### config.mk
export PLATFORM = sky130hd
export DESIGN_NAME = prom_sequencer
export DESIGN_NICKNAME = d
export VERILOG_FILES = /design/src/rtl/prom_sequencer.sv
export SDC_FILE = /design/constraint.sdc
export NUM_CORES = 1
export LEC_CHECK = 0
export BUFFER_PORTS_ARGS = -buffer_cell sky130_fd_sc_hd__buf_2
export CORE_ASPECT_RATIO = 0.75
export CORE_UTILIZATION = 55
export CTS_BUF_LIST = sky130_fd_sc_hd__clkbuf_8 sky130_fd_sc_hd__clkbuf_16
export DETAILED_ROUTE_END_ITERATION = 6
export PLACE_DENSITY_LB_ADDON = 0.3
export SYNTH_ARGS = -nofsm -noshare
export SYNTH_HDL_FRONTEND = slang
export SYNTH_SLANG_ARGS = --single-unit
### constraint.sdc
create_clock -name clk -period 3.93 [get_ports clk]
set_clock_uncertainty 0.15 [all_clocks]
set_input_delay 0.1965 -clock clk [delete_from_list [all_inputs] [get_ports clk]]
set_output_delay 0.1965 -clock clk [all_outputs]
set_load 0.01 [all_outputs]
### src/rtl/prom_sequencer.sv
// Pattern player for the blinky10k pattern PROM: fetches one 36-bit word at a time,
// drives the LED register from it and holds each pattern for a prescaled duration.
module prom_sequencer #(
  parameter int unsigned TICK_DIV  = 12000,
  parameter int unsigned RD_LAT    = 1,
  parameter int unsigned LAST_ADDR = 255
) (
  input  logic        clk,
  input  logic        rst,
  input  logic        enable,
  input  logic        restart,
  output logic [12:0] prom_addr,
  input  logic [35:0] prom_data,
  output logic [7:0]  led,
  output logic        step,
  output logic        wrap,
  output logic        busy
);

  typedef enum logic [2:0] {
    S_IDLE  = 3'd0,
    S_FETCH = 3'd1,
    S_WAIT  = 3'd2,
    S_LOAD  = 3'd3,
    S_HOLD  = 3'd4
  } state_t;

  localparam logic [23:0] TICK_LAST = 24'(TICK_DIV - 1);
  localparam logic [1:0]  LAT_LAST  = 2'(RD_LAT - 1);
  localparam logic [12:0] ADDR_LAST = 13'(LAST_ADDR);

  // Counters never wrap below zero.
  function automatic logic [23:0] sat_dec(input logic [23:0] v);
    return (v == 24'd0) ? 24'd0 : v - 24'd1;
  endfunction

  state_t      state_r, state_s;
  logic [12:0] addr_r, addr_s;
  logic [23:0] presc_r, presc_s;
  logic [23:0] hold_r, hold_s;
  logic [1:0]  lat_r, lat_s;
  logic        end_r, end_s;
  logic [7:0]  led_r, led_s;
  logic        step_r, wrap_r, busy_r, wrap_s;
  logic        unused_bits_s;

  assign unused_bits_s = ^prom_data[34:32];

  // Next-state and datapath update; restart overrides every other transition.
  always_comb begin
    state_s = state_r;
    addr_s  = addr_r;
    presc_s = presc_r;
    hold_s  = hold_r;
    lat_s   = lat_r;
    end_s   = end_r;
    led_s   = led_r;
    wrap_s  = 1'b0;
    if (restart) begin
      addr_s  = 13'd0;
      presc_s = 24'd0;
      hold_s  = 24'd0;
      state_s = enable ? S_FETCH : S_IDLE;
    end else begin
      case (state_r)
        S_IDLE: begin
          if (enable) state_s = S_FETCH;
          else        state_s = S_IDLE;
        end
        S_FETCH: begin
          state_s = S_WAIT;
          lat_s   = 2'd0;
        end
        S_WAIT: begin
          if (lat_r == LAT_LAST) state_s = S_LOAD;
          else                   lat_s   = lat_r + 2'd1;
        end
        S_LOAD: begin
          led_s   = prom_data[31:24];
          hold_s  = (prom_data[23:0] == 24'd0) ? 24'd1 : prom_data[23:0];
          presc_s = 24'd0;
          end_s   = prom_data[35];
          state_s = S_HOLD;
        end
        S_HOLD: begin
          // A paused block freezes here, even on the cycle its hold would expire.
          if (!enable) begin
            state_s = S_HOLD;
          end else if (presc_r != TICK_LAST) begin
            presc_s = presc_r + 24'd1;
          end else begin
            presc_s = 24'd0;
            hold_s  = sat_dec(hold_r);
            if (hold_r <= 24'd1) begin
              state_s = S_FETCH;
              if (end_r || (addr_r == ADDR_LAST)) begin
                addr_s = 13'd0;
                wrap_s = 1'b1;
              end else begin
                addr_s = addr_r + 13'd1;
              end
            end else begin
              state_s = S_HOLD;
            end
          end
        end
        default: begin
          state_s = S_IDLE;
        end
      endcase
    end
  end

  // State and output registers; step/busy are derived from the next state so they align with it.
  always_ff @(posedge clk) begin
    if (rst) begin
      state_r <= S_IDLE;
      addr_r  <= 13'd0;
      presc_r <= 24'd0;
      hold_r  <= 24'd0;
      lat_r   <= 2'd0;
      end_r   <= 1'b0;
      led_r   <= 8'd0;
      step_r  <= 1'b0;
      wrap_r  <= 1'b0;
      busy_r  <= 1'b0;
    end else begin
      state_r <= state_s;
      addr_r  <= addr_s;
      presc_r <= presc_s;
      hold_r  <= hold_s;
      lat_r   <= lat_s;
      end_r   <= end_s;
      led_r   <= led_s;
      step_r  <= (state_s == S_LOAD);
      wrap_r  <= wrap_s;
      busy_r  <= (state_s != S_IDLE);
    end
  end

  assign prom_addr = addr_r;
  assign led       = led_r;
  assign step      = step_r;
  assign wrap      = wrap_r;
  assign busy      = busy_r;

endmodule

Word level (Yosys, flattened, before mapping)
Cells that the tools add are included.
Word-level totals
  flip-flop bits (word level): 78
  bits of input ports: 40
  output and inout bits: 24
  logic and storage cells: 64
Operators by class
  add/subtract/negate cells: 4
  $lt $le $gt $ge: 1
  eq/ne operators: 10
  muxes and demuxes: 19
  bitwise logic cells: 5
  reduce and logical (&&, ||, !) cells: 15
Operator list (count)
  24-bit two-way mux: 6
  24-bit one-hot mux with 2 select lines: 2
  24-bit logical NOT: 2
  24-bit by 1-bit adder with 24-bit output (second input constant): 1
  24-bit by 1-bit <= comparator with 1-bit output (second input constant): 1
  24-bit by 14-bit != test with 1-bit output (second input constant): 1
  24-bit by 1-bit subtractor with 24-bit output (second input constant): 1
  3-bit two-way mux: 5
  3-bit one-hot mux with 5 select lines: 1
  13-bit by 1-bit adder with 13-bit output (second input constant): 1
  13-bit by 8-bit equality test with 1-bit output (second input constant): 1
  13-bit two-way mux: 1
  3-bit by 2-bit equality test with 1-bit output (second input constant): 3
  2-bit != test (second input constant): 3
  3-bit AND reduction: 2
  6-bit OR reduction: 1
  1-bit inverter: 5
  2-bit one-hot mux with 2 select lines: 1
  2-bit AND reduction: 2
  4-bit AND reduction: 1
  2-bit nonzero test: 2
  3-bit by 1-bit equality test with 1-bit output (second input constant): 1
  3-bit equality test (second input constant): 1
  3-bit logical NOT: 1
  other kinds (7): 8

Longest topological paths before layout
  word-level depth: 7
  gate-level depth with buffers: 9
  depth with buffers taken out: 8

Least setup slack after synthesis
OpenSTA, ideal clock, no wires.
  path type: register to register
  start: register hold_r[4]
  end: register hold_r[23]
  library setup time: 0.117 ns
  data arrival time: 2.226 ns
  data required time: 3.663 ns
  path slack: 1.437 ns
  cell stages (with the launch flop): 8
  buffers on the path: 1
  period minus slack after synthesis: 2.493 ns
  cells stage by stage: dfxtp_1 -> buf_6 -> or4_4 -> or4_4 -> nor3_4 -> o21ai_0 -> or2_2 -> a32o_1
On the way
  cells in the longest elaborated chain, start to end: 5
  elaborated cells between the ends (all ways): 6
  classes of those cells: add/sub (1); mux (4); reduce/logical (1)
RTL lines
  from (decl): RTL line 40  | logic [23:0] hold_r, hold_s;
  from (signal assigned): RTL line 131  | hold_r <= hold_s;
  24-bit by 1-bit subtractor with 24-bit output / 24-bit logical NOT (equally long branches): RTL line 34  | return (v == 24'd0) ? 24'd0 : v - 24'd1;
  24-bit two-way mux *: RTL line 34
  24-bit two-way mux *: RTL line 89  | end else if (presc_r != TICK_LAST) begin
  24-bit two-way mux *: RTL line 87  | if (!enable) begin
  24-bit one-hot mux with 2 select lines *: RTL line 65  | case (state_r)
Every way passes the cells marked *; elsewhere a longest branch is shown, timed or not. The select of a mux whose other input is x is not followed.
A chain may end at the register's enable or synchronous reset.

Worst setup path in the final report
  start: register presc_r[0]
  end: register hold_r[19]
On the way
  cells in the longest elaborated chain, start to end: 3
RTL lines
  from (decl): RTL line 39  | logic [23:0] presc_r, presc_s;
  from (signal assigned): RTL line 130  | presc_r <= presc_s;
  24-bit by 14-bit != test with 1-bit output: RTL line 89
  2-bit != test (no source line)
  3-bit AND reduction (no source line)
No other way between the ends.

==> results.cfg <==
[run_status]
run_status = finished, final reports clean

[critical_path]
crit_path_cell_trace = ha_1 -> nand2_1 -> nor4_4 -> a31oi_1 -> nand2_1 -> nand3_1 -> a32o_1
critical_path.startpoint_type = flip-flop
crit_path_end_kind = flip-flop
timing.critical_path.buf_inv = 0
worst_path_dominant_cell_family = simple AND/OR/NAND/NOR gates
setup.worst_path.class = flip-flop to flip-flop
crit_required_ns = 4.04
crit_fanout = 16
timing.critical_path.mode_cell = sky130_fd_sc_hd__nand2_1
critical_path.max_stage_delay_ns = 0.56
critical_path_s_slowest_cell = sky130_fd_sc_hd__nand2_1
cp_arrival_ns = 3.01

[floorplanning]
placement_rows = 27
initial_utilization_pct = 57.1
die_w_um = 103
core_area_um2 = 7360
ios = 64
vertical_die_dimension_um = 77.7
fp.dieArea_um2 = 8000

[yosys]
synth.net_count = 580
synthesis.area_per_instance_um2 = 7.88
yosys_most_used_dff = sky130_fd_sc_hd__dfxtp_1
yosys_warnings = 0
seq_area_frac_synth_pct = 37.1
synth_cells = 534
async_reset_ff_share_pct = 0
edff_count_synth = 0
post_synth_instance_area_um2 = 4210
synth.ff_latch_count = 78
cell_variety_after_synth = 56

[timing]
timing.fmax_mhz = 345
timing.final.hold_violations = 0
setup-violations-final = 0
headroom_to_the_max_slew_limit_pct = 28.7
final-max-slew-violation-count = 0
worst_slack_ns = 1.03
final_total_negative_setup_slack_ns = 0
grt_setup_unrepaired = false
hold_slack_final_ns = 0.00142
post-route-period-util_pct = 73.8
final.min_clock_period_ns = 2.90
worst_pin_slew_ns = 1.06

[layout]
antenna_diodes = 0
fin_nets = 637
final_cell_mix = sky130_fd_sc_hd__dfxtp_1 (78), sky130_fd_sc_hd__nand2_1 (72), sky130_fd_sc_hd__buf_2 (60), sky130_fd_sc_hd__nor2_1 (56), sky130_fd_sc_hd__o21ai_0 (40)
filler_cell_count = 686
post_route_cells_drive_above_1_share_pct = 15.8
area_growth_pct = 17.1
commonest_non_fill_non_tap_cell_in_the_layout = sky130_fd_sc_hd__dfxtp_1
multiInputGateArea_um2 = 2480
register_cell_area_after_layout_um2 = 1560

[placed_design]
globalplace.congestion = 0.856
detailed_place_hpwl_um = 7600
io_buffers = 60
place_ws_ns = 1.07

[grt]
grt_util_all_layers_pct = 29.5
antenna_found_initial = 0
number_of_global_route_vias_before_repair = 3987
grt_max_degree = 44
grt_first_pass_wirelength_um = 18500
global_route.overflow_total = 0

[clocking]
postCtsResizedCells = 0
cts.path.max_buffers = 2
clock_sink_count = 78
tritoncts = done
clock_tree.root_cell = sky130_fd_sc_hd__clkbuf_8
cts_buffers = 9
clk_pin_slew_ns = 0.09
htree_num_levels = 3
cts_setup_buffers = 0
clock_latency_ns = 0.37

[routing]
avgViaCountPerCell = 6.12
route.detailed.drc = 0
drt-initial-drc-count = 328
postRouteWirelength_um = 11100
detail_route.wl_per_cell_um = 15.9
detailedRoute.firstPassIterationCount = 5
final_antenna_net_count = 0
via_count = 4268

[job]
drv_cap = 0

[power]
peakVddDrop_uv = 185
pwr_density_cell_nw_per_um2 = 362
total_power_mw = 1.78
cellLeakagePower_nw = 1.89

[hold_path]
hold_class = primary input to flip-flop
-- per-layer routing --
metal  global-route usage [%]  part of all wire [%]
met5                        0                     0
met4                     11.4                   2.1
met3                     6.04                   5.9
met2                     44.7                    46
met1                     41.0                    46
-- registers in the layout (all words and copies together), names as in the netlist --
signal	count
wrap	1
state_r	3
presc_r	24
prom_addr	13
end_r	1
step	1
lat_r	2
led	8
hold_r	24
busy	1
-- synthesized netlist by cell type (all sizes together), types with 4 or more instances --
master | number | share of area (%)
dfxtp | 78 | 37
a32o | 19 | 4.5
or3 | 6 | 0.89
nand3 | 20 | 2.4
a21oi | 37 | 4.4
xor2 | 5 | 1.0
a31oi | 5 | 0.74
o21ai | 42 | 5.0
or4 | 8 | 1.6
nor3 | 24 | 3.4
or2 | 4 | 0.65
nor4 | 20 | 3.3
ha | 6 | 1.8
xnor2 | 14 | 2.9
nand2 | 72 | 6.4
buf | 6 | 0.95
nor2b | 5 | 0.74
nor4b | 4 | 0.83
clkbuf | 21 | 1.9
and4 | 5 | 1.0
o31ai | 11 | 2.0
and3 | 8 | 1.2
nor2 | 57 | 5.1
inv | 11 | 0.98
nand4 | 9 | 1.7
-- worst register-to-register path: cells and delay by family, from the launching register on --
family                     cells  cell delay [ns]
AOI/OAI and AO/OA              2             0.65
and+or+nand+nor                4             1.38
adders and majority gates      1             0.20
DFF                            1             0.41
-- power by group --
group	total, mW	internal (mW)	leakage, nW	switching (mW)
Combinational	0.112	0.0451	1.12	0.0665
Sequential	0.799	0.794	0.629	0.00520
Clock	0.873	0.554	0.142	0.319
Total	1.78	1.39	1.89	0.391
-- stage by stage --
step | instances | cell area [um2] | utilization (%)
floorplan | 534 | 4210 | -
global placement | 672 | 4540 | 61.7
detailed placement | 672 | 4540 | 61.7
CTS | 697 | 4930 | 66.9
global route | 697 | 4930 | 66.9
finish | 697 | 4930 | 66.9
-- path summary, 6_finish.rpt --
check | start | end | slack, ns | cells after the start
worst max-delay path | presc_r[0]$_SDFFE_PP0P_ | hold_r[19]$_SDFFE_PP0P_ | 1.03 | 7
worst min-delay path | prom_data[4] | hold_r[4]$_SDFFE_PP0P_ | 0.001 | 4
worst max register to register | presc_r[0]$_SDFFE_PP0P_ | hold_r[19]$_SDFFE_PP0P_ | 1.03 | 7
worst min register to register | led[3]$_SDFFE_PP0P_ | led[3]$_SDFFE_PP0P_ | 0.31 | 2
-- cells by family (layout without fill, tap and decap cells) --
group | Yosys count | in the layout | share of synthesized area, %
xor gates and xnor gates | 19 | 19 | 3.96
adders and majority gates | 6 | 6 | 1.79
buffers and inverters | 38 | 100 | 3.81
DFF | 78 | 78 | 37.1
AOI/OAI and AO/OA | 135 | 135 | 20.9
and+or+nand+nor | 256 | 256 | 31.9
muxes | 2 | 2 | 0.476
-- cell type report --
class                      instances  share of cell area, %
clock buffer                       9                   2.51
clock inverter                     7                   3.43
inverter                          11                  0.838
multi-input combinational        418                   50.4
sequential                        78                   31.7
tap                              101                   2.57
timing repair buffer              73                   8.53
-- timing repair --
item,4_1_cts,5_1_grt
endpoints found under the hold margin,9,0
endpoints found under the setup margin,0,0
hold buffers,9,0
No activity file was read; power rests on OpenSTA's default activity.
